**src/rtl/imem_pkg.sv**
```systemverilog
// ---------------------------------------------------------------------------
// imem_pkg
//   Shared definitions for the instruction-fetch slice: the fetch sequencer
//   state encoding, the instruction memory geometry, the halt word and the
//   redirect target calculation used by execute-driven branches and jumps.
// ---------------------------------------------------------------------------
package imem_pkg;

    localparam int          IMEM_BYTES = 256;
    localparam logic [31:0] HALT_WORD  = 32'hFFFF_FFFF;

    typedef enum logic [1:0] {
        FETCH = 2'd0,
        HALT  = 2'd1,
        FAULT = 2'd2
    } fetch_state_t;

    // Target = pc of the redirecting instruction + 4 + sign-extended word
    // offset scaled to bytes. Branches carry a 16-bit offset, jumps 26 bits.
    function automatic logic [31:0] redir_target(
        input logic [31:0] pc,
        input logic [25:0] imm,
        input logic        jump
    );
        logic [31:0] offset;
        if (jump) begin
            offset = {{6{imm[25]}}, imm};
        end else begin
            offset = {{16{imm[15]}}, imm[15:0]};
        end
        return pc + 32'd4 + (offset << 2);
    endfunction

endpackage

```
**src/rtl/imem_fetch_slot.sv**
```systemverilog
// ---------------------------------------------------------------------------
// imem_fetch_slot
//   One-entry valid/ready output register between fetch and decode.
//   A squash empties the slot, a load fills it, and otherwise a held word
//   drains when decode accepts it.
// Ports
//   clk, rst_n     clock, asynchronous active-low reset
//   load           capture load_instr/load_pc and mark the slot valid
//   squash         drop the held word (wins over load)
//   load_instr     instruction word to capture
//   load_pc        byte address of load_instr
//   out_ready      decode accepts when out_valid && out_ready
//   out_valid      slot holds a valid instruction
//   out_instr      held instruction word
//   out_pc         byte address of out_instr
// ---------------------------------------------------------------------------
module imem_fetch_slot (
    input  logic        clk,
    input  logic        rst_n,
    input  logic        load,
    input  logic        squash,
    input  logic [31:0] load_instr,
    input  logic [31:0] load_pc,
    input  logic        out_ready,
    output logic        out_valid,
    output logic [31:0] out_instr,
    output logic [31:0] out_pc
);

    // Valid flag: a squash always empties the slot, a load always fills it,
    // and a held word leaves once decode takes it.
    always_ff @(posedge clk or negedge rst_n) begin
        if (!rst_n) begin
            out_valid <= 1'b0;
        end else if (squash) begin
            out_valid <= 1'b0;
        end else if (load) begin
            out_valid <= 1'b1;
        end else if (out_valid && out_ready) begin
            out_valid <= 1'b0;
        end
    end

    // Payload only moves on a load; a squash or drain leaves the old
    // contents in place since the valid flag already hides them.
    always_ff @(posedge clk or negedge rst_n) begin
        if (!rst_n) begin
            out_instr <= 32'd0;
            out_pc    <= 32'd0;
        end else if (load && !squash) begin
            out_instr <= load_instr;
            out_pc    <= load_pc;
        end
    end

endmodule

```
**src/rtl/imem_fetch_ctrl.sv**
```systemverilog
// ---------------------------------------------------------------------------
// imem_fetch_ctrl
//   Fetch sequencer for the byte-addressed instruction memory. Owns the PC,
//   presents it as the combinational read address, and registers each
//   big-endian word toward decode through a valid/ready slot. Execute
//   redirects replace the PC and squash the held word. A halt word or a bad
//   PC stops sequencing until reset.
// Configuration
//   IMEM_FETCH_PERF_EN  when defined, adds perf_fetch (words loaded) and
//                       perf_stall (FETCH cycles with if_valid && !if_ready)
// Ports
//   clk, rst_n     clock, asynchronous active-low reset
//   imem_addr      read address to instruction memory (always equals pc)
//   imem_data      {mem[a],mem[a+1],mem[a+2],mem[a+3]} returned same cycle
//   if_valid       if_instr/if_pc hold a valid fetched instruction
//   if_ready       decode accepts when if_valid && if_ready
//   if_instr       registered instruction word
//   if_pc          byte address of if_instr
//   redir_valid    execute requests a redirect this cycle
//   redir_jump     0 = branch (imm[15:0]), 1 = jump (imm[25:0])
//   redir_pc       pc of the redirecting instruction
//   redir_imm      signed word offset
//   halted         halt word fetched; sticky until reset
//   fault          misaligned or out-of-range pc; sticky until reset
//   perf_fetch     (IMEM_FETCH_PERF_EN) words loaded into if_instr
//   perf_stall     (IMEM_FETCH_PERF_EN) stalled FETCH cycles
// ---------------------------------------------------------------------------
module imem_fetch_ctrl #(
    parameter int          MEM_BYTES = imem_pkg::IMEM_BYTES,
    parameter logic [31:0] RESET_PC  = 32'h0000_0000,
    parameter logic [31:0] HALT_WORD = imem_pkg::HALT_WORD
) (
    input  logic        clk,
    input  logic        rst_n,
    output logic [31:0] imem_addr,
    input  logic [31:0] imem_data,
    output logic        if_valid,
    input  logic        if_ready,
    output logic [31:0] if_instr,
    output logic [31:0] if_pc,
    input  logic        redir_valid,
    input  logic        redir_jump,
    input  logic [31:0] redir_pc,
    input  logic [25:0] redir_imm,
    output logic        halted,
    output logic        fault
`ifdef IMEM_FETCH_PERF_EN
    ,
    output logic [31:0] perf_fetch,
    output logic [31:0] perf_stall
`endif
);

    import imem_pkg::*;

    localparam logic [31:0] LAST_PC = 32'(MEM_BYTES - 4);

    fetch_state_t state_q;
    fetch_state_t state_d;
    logic [31:0]  pc_q;
    logic [31:0]  pc_d;
    logic         slot_load;
    logic         slot_squash;
    logic         slot_free;
    logic         pc_bad;

    assign imem_addr = pc_q;
    assign pc_bad    = (pc_q[1:0] != 2'b00) || (pc_q > LAST_PC);
    assign slot_free = !if_valid || if_ready;
    assign halted    = (state_q == HALT);
    assign fault     = (state_q == FAULT);

    // State and PC registers. HALT and FAULT are terminal, so the sticky
    // status outputs fall straight out of the state.
    always_ff @(posedge clk or negedge rst_n) begin
        if (!rst_n) begin
            state_q <= FETCH;
            pc_q    <= RESET_PC;
        end else begin
            state_q <= state_d;
            pc_q    <= pc_d;
        end
    end

    // Next-state logic. In FETCH a redirect outranks everything: it steers
    // the PC and squashes the slot without fetching, even if decode is
    // accepting this cycle. A bad PC is caught before any fetch attempt.
    // A halt word is swallowed rather than issued, and the PC is left
    // pointing at it.
    always_comb begin
        state_d     = state_q;
        pc_d        = pc_q;
        slot_load   = 1'b0;
        slot_squash = 1'b0;
        case (state_q)
            FETCH: begin
                if (redir_valid) begin
                    pc_d        = redir_target(redir_pc, redir_imm, redir_jump);
                    slot_squash = 1'b1;
                end else if (pc_bad) begin
                    state_d     = FAULT;
                    slot_squash = 1'b1;
                end else if (slot_free) begin
                    if (imem_data == HALT_WORD) begin
                        state_d     = HALT;
                        slot_squash = 1'b1;
                    end else begin
                        slot_load = 1'b1;
                        pc_d      = pc_q + 32'd4;
                    end
                end
            end
            default: begin
            end
        endcase
    end

    imem_fetch_slot u_slot (
        .clk        (clk),
        .rst_n      (rst_n),
        .load       (slot_load),
        .squash     (slot_squash),
        .load_instr (imem_data),
        .load_pc    (pc_q),
        .out_ready  (if_ready),
        .out_valid  (if_valid),
        .out_instr  (if_instr),
        .out_pc     (if_pc)
    );

`ifdef IMEM_FETCH_PERF_EN
    // Free-running performance counters; both wrap naturally at 2^32.
    always_ff @(posedge clk or negedge rst_n) begin
        if (!rst_n) begin
            perf_fetch <= 32'd0;
            perf_stall <= 32'd0;
        end else begin
            if (slot_load) begin
                perf_fetch <= perf_fetch + 32'd1;
            end
            if ((state_q == FETCH) && if_valid && !if_ready) begin
                perf_stall <= perf_stall + 32'd1;
            end
        end
    end
`endif

endmodule

```
**config.mk**
```make
export PLATFORM = sky130hd
export DESIGN_NAME = imem_fetch_ctrl
export DESIGN_NICKNAME = d
export VERILOG_FILES = /design/src/rtl/imem_pkg.sv /design/src/rtl/imem_fetch_slot.sv /design/src/rtl/imem_fetch_ctrl.sv
export SDC_FILE = /design/constraint.sdc
export NUM_CORES = 1
export LEC_CHECK = 0
export ABC_AREA = 1
export CAP_MARGIN = 20
export CORE_ASPECT_RATIO = 1.25
export CORE_MARGIN = 4
export CORE_UTILIZATION = 35
export CTS_BUF_LIST = sky130_fd_sc_hd__clkbuf_16
export CTS_CLUSTER_SIZE = 30
export DETAILED_ROUTE_END_ITERATION = 10
export PLACE_DENSITY_LB_ADDON = 0.08
export SYNTH_ARGS = -nofsm -noshare
export SYNTH_HDL_FRONTEND = slang
export SYNTH_SLANG_ARGS = --single-unit
export TNS_END_PERCENT = 5
```
**constraint.sdc**
```tcl
create_clock -name clk -period 1.6 [get_ports clk]
set_input_delay 0.24 -clock clk [delete_from_list [all_inputs] [get_ports clk]]
set_output_delay 0.24 -clock clk [all_outputs]
set_load 0.02 [all_outputs]
```
-- Word level (Yosys, flattened, before mapping)
Index checks and enable logic that the tools add are counted.
Widths: inputs -> output; s select.
- muxes and demuxes: 23
- bitwise gates (word level): 1
- add/subtract/negate cells: 3
- reduce and logical (&&, ||, !) cells: 14
- $lt $le $gt $ge: 1
- eq/ne operators: 5
- operators by type and width (kind ; count):
    $mux 32 ; 4
    $mux 30 ; 3
    $add 32x3->32 const B ; 2
    $add 32x32->32 ; 1
    $eq 32x32->1 const B ; 1
    $gt 32x8->1 const B ; 1
    $mux 1 ; 13
    $reduce_and 4->1 ; 2
    $reduce_bool 2->1 ; 4
    $mux 2 ; 3
    $ne 2x2->1 const B ; 2
    $reduce_bool 3->1 ; 1
    $eq 2x1->1 const B ; 1
    $eq 2x2->1 const B ; 1
    $logic_and 1x1->1 ; 2
    $logic_not 1->1 ; 2
    $logic_not 2->1 ; 1
    $logic_or 1x1->1 ; 2
    $not 1->1 ; 1
- register bits: 99
- word-level logic and storage cells: 52
- output and inout bits: 99
- input bits: 95

-- Depth between registers and ports, before layout
- depth after elaboration: 8
- depth in mapped cells: 16
- gate-level depth less buffers: 16

-- Cells and area by module
Synthesis repeated with hierarchy kept, for this count alone.
- cells, all modules: 1038
- area, all modules: 7091.8 um^2
- by module, submodules not included (module ; times used ; cells each ; seq. area each (um^2) ; area an instance (um^2)):
    imem_fetch_ctrl ; 1 ; 755 ; 850.8 ; 4504.3
    imem_fetch_slot ; 1 ; 283 ; 1626.6 ; 2587.5

-- Least setup slack after synthesis
OpenSTA, ideal clock, no wires.
- path type: in2reg
- start: in redir_jump
- end: reg pc_q[19] (netlist: imem_addr[19])
- required time: 1.483 ns
- library setup time: 0.117 ns
- setup slack: -0.615 ns
- arrival: 2.098 ns
- stages: 16
- path buffers: 1
- path through: clkbuf_1 > nand2_1 > nand2_1 > ha_1 > ha_1 > nand2_1 > inv_1 > nand2_1 > nand2_1 > a21oi_1 > nand2_1 > or2_2 > nand3_1 > nand2_1 > nand2_1 > nand2_1
- word-level cells in the longest chain between the ends: 5
- RTL lines (item ; RTL line ; source):
    from (decl) ; imem_fetch_ctrl.sv:42 ; input logic redir_jump,
    $mux 30 ; imem_pkg.sv:26 ; if (jump) begin
    $mux 30 ; imem_fetch_ctrl.sv:97 ; if (redir_valid) begin
    $mux 30 ; imem_fetch_ctrl.sv:95 ; case (state_q)
    $add 32x32->32 ; imem_pkg.sv:31 ; return pc + 32'd4 + (offset << 2);
    $mux 32 ; imem_fetch_ctrl.sv:97 ;
    to (signal assigned) ; imem_fetch_ctrl.sv:81 ; pc_q <= pc_d;
    to (decl) ; imem_fetch_ctrl.sv:60 ; logic [31:0] pc_q;
Every way passes these cells. The select of a mux whose other input is x is not followed.
A chain may end at the register's enable or synchronous reset.

-- Final worst setup path
- start: in redir_jump
- end: reg pc_q[31] (netlist: imem_addr[31])
Same word-level chain as after synthesis.

==> reports/qor.csv <==
metric,value,unit
crit_required,1.84,ns
fin_crit,1.88,ns
timing.rr.end,u_slot.out_pc[1],
peakVddDrop,478,uV
synth_seq_cells,99,
hold_end,imem_addr[2],
grt_pass1_wl,39700,um
antenna_found_initial,0,
path_cells,buf_8 > buf_8 > buf_6 > nand2_8 > nand2_8 > buf_4 > ha_4 > ha_4 > inv_2 > nor3_4 > and2_4 > and2_4 > nand2_2 > nand2_1 > nand2_1 > nand4_1 > nand2_1,
setup-violations-final,95,
post-route-period-util,1.18,
yosys_warnings,0,
status,"complete, but fails checks",
drive_gt1_frac,0.351,
core_area,0.0195,mm^2
vias_per_cell,4.66,
pwr_density_cell,670,mW/mm^2
fillers,1692,
seq_area_frac_synth,0.357,
worstSetupEndpointType,register,
clock_latency,0.35,ns
finalNetCount,1553,
startpoint_type,primary input,
drtPass1Iterations,6,
n_antenna_cell,0,
r2r_setup_slack,-0.24,ns
r2r-start,imem_addr[29],
cts_root_buf,clkbuf_16,
worstPathMaxFanout,8,
dpl-instance-area,0.0107,mm^2
cp_num_buf_inv,5,
cp.arrival,2.13,ns
grt_overflow,0,
final_area,0.0127,mm^2
multi_input_area,0.00542,mm^2
critical_path.most_common_cell,nand2_1,
grt_util_met2,0.405,
syn_nets,1180,
path_delay_family,simple AND/OR/NAND/NOR gates,
slowest_stage,ha_4,
finalWirelength,24700,um
fin_util,0.652,
h-tree-depth,3,
violations,negative setup slack,
worstMarginPinSlew,0.351,ns
crit_type,in -> reg,
grt_use_total,0.223,
grt_max_degree,38,
die_h,165,um
slew_viol_final,0,
cts_tree,yes,
numCtsBuffers,9,
layout.cells.most_common,nand2_1,
holdCritStartpoint,redir_valid,
slew_headroom,0.766,
areaGrowthSynthToFinish,82.8,%
maxCapViolations,0,
seqCellArea,0.00248,mm^2
finalHoldViolCount,0,
clkTransAtPathRegs,0.08,ns
rows,57,
hpwl,18300,um
grtUsageMet1,0.251,
io_buffers,193,
hold_depth,3,
drc,0,
grt_pass1_vias,8191,
initial_core_util,0.356,
setup_tns,-16.84,ns
syn_inst,1026,
finalHoldWorstSlack,0.295,ns
ant_nets,0,
p_leak,6.81,nW
grt.busiest_layer,met2,
cts.sinks,99,
finClkSkew,0.0101,ns
total_power,8.50,mW
drt_iter0_markers,258,
hp-class,in -> reg,
critPathMaxStageDelay,0.27,ns
die_w,134,um
synthesis.area,0.00694,mm^2
rsz0062_at_grt,yes,
fmax,531,MHz
vias,7771,
r2r_cells,11,
avgSynthCellArea,6.76,um^2
place_congestion,0.982,
cts_buffer_depth,2,
pin_count,194,
worst_slack,-0.283,ns
wl_per_cell,14.8,um
layout_common_cells,"nand2_1, buf_4, inv_1, dfrtp_1, nor2_1",
synth_cell_types,32,
grt_util_met3,0.0630,
dieArea,0.0222,mm^2
flip-flops by register name (all words and copies together), names as in the netlist:
signal,flops
imem_addr,32
u_slot.out_instr,32
u_slot.out_pc,32
state_q,2
u_slot.out_valid,1
layout make-up:
class                           instances  area share
Clock inverter                          7     0.00710
Clock buffer                            9      0.0177
Timing Repair Buffer                  385       0.280
Tap cell                              265      0.0261
Sequential cell                        99       0.195
Multi-Input combinational cell        750       0.427
Inverter                              154      0.0461
tightest hold or removal path: stages:
cell and delay (ns):
buf_2 0.17, o211ai_1 0.12, o21ai_0 0.07
how the worst max path moves through the flow:
stage,start,to,cells after the start
detailed placement,redir_jump,imem_addr[30],14
global route,redir_jump,imem_addr[27],17
global placement,redir_jump,imem_addr[30],14
floorplan,redir_pc[3],imem_addr[19],14
CTS,redir_jump,imem_addr[31],16
finish,redir_jump,imem_addr[31],17
power breakdown:
part	total, mW	switching [mW]	internal (mW)
registers	2.61	0.0472	2.56
logic	3.65	1.89	1.75
clock network	2.24	1.12	1.12
total	8.50	3.06	5.44
layer usage:
metal  vias to the layer above  part of all wire
li1                       3980                 -
met3                        47             0.071
met2                       197              0.50
met4                         0             0.030
met5                         -                 0
met1                      3547              0.39
what timing repair did:
item | in CTS | in global routing
resized for setup | 367 | 91
pin swaps | 177 | 41
hold endpoints to repair | 22 | 0
hold buffers | 1 | 0
buffers inserted | 35 | 3
setup endpoints to repair | 130 | 138
cloned | 2 | 2
through the flow:
| step | setup slack, ns | std cells |
|---|---|---|
| floorplan | -0.335 | 1026 |
| global placement | -1.15 | 1610 |
| detailed placement | -1.19 | 1610 |
| CTS | -0.273 | 1664 |
| global route | -0.352 | 1669 |
| finish | -0.283 | 1669 |
cell families after synthesis:
kind of cell | synth area share
adders and majority gates | 0.107
buffers and inverters | 0.101
AOI/OAI and AO/OA | 0.0851
xor gates and xnor gates | 0.0114
and+or+nand+nor | 0.338
DFF | 0.357
synth_stat cells (all sizes together):
cell type / instances / area [um^2]
xnor2: 1 / 8.76
or2: 4 / 25.0
nand2: 343 / 1290
ha: 58 / 726
o211ai: 2 / 15.0
nand3b: 2 / 15.0
a21oi: 45 / 225
clkbuf: 12 / 45.0
buf: 12 / 81.3
xor2: 8 / 70.1
o21ai: 64 / 320
nor3b: 2 / 15.0
o32ai: 1 / 8.76
nand4: 19 / 119
nor2: 113 / 439
and2: 5 / 31.3
nand3: 66 / 343
o21bai: 1 / 7.51
o22ai: 1 / 6.26
dfrtp: 99 / 2480
and3: 1 / 6.26
inv: 154 / 578
fa: 1 / 20.0
a21o: 1 / 7.51
nor3: 11 / 60.1
(Power assumes the default switching activity.)
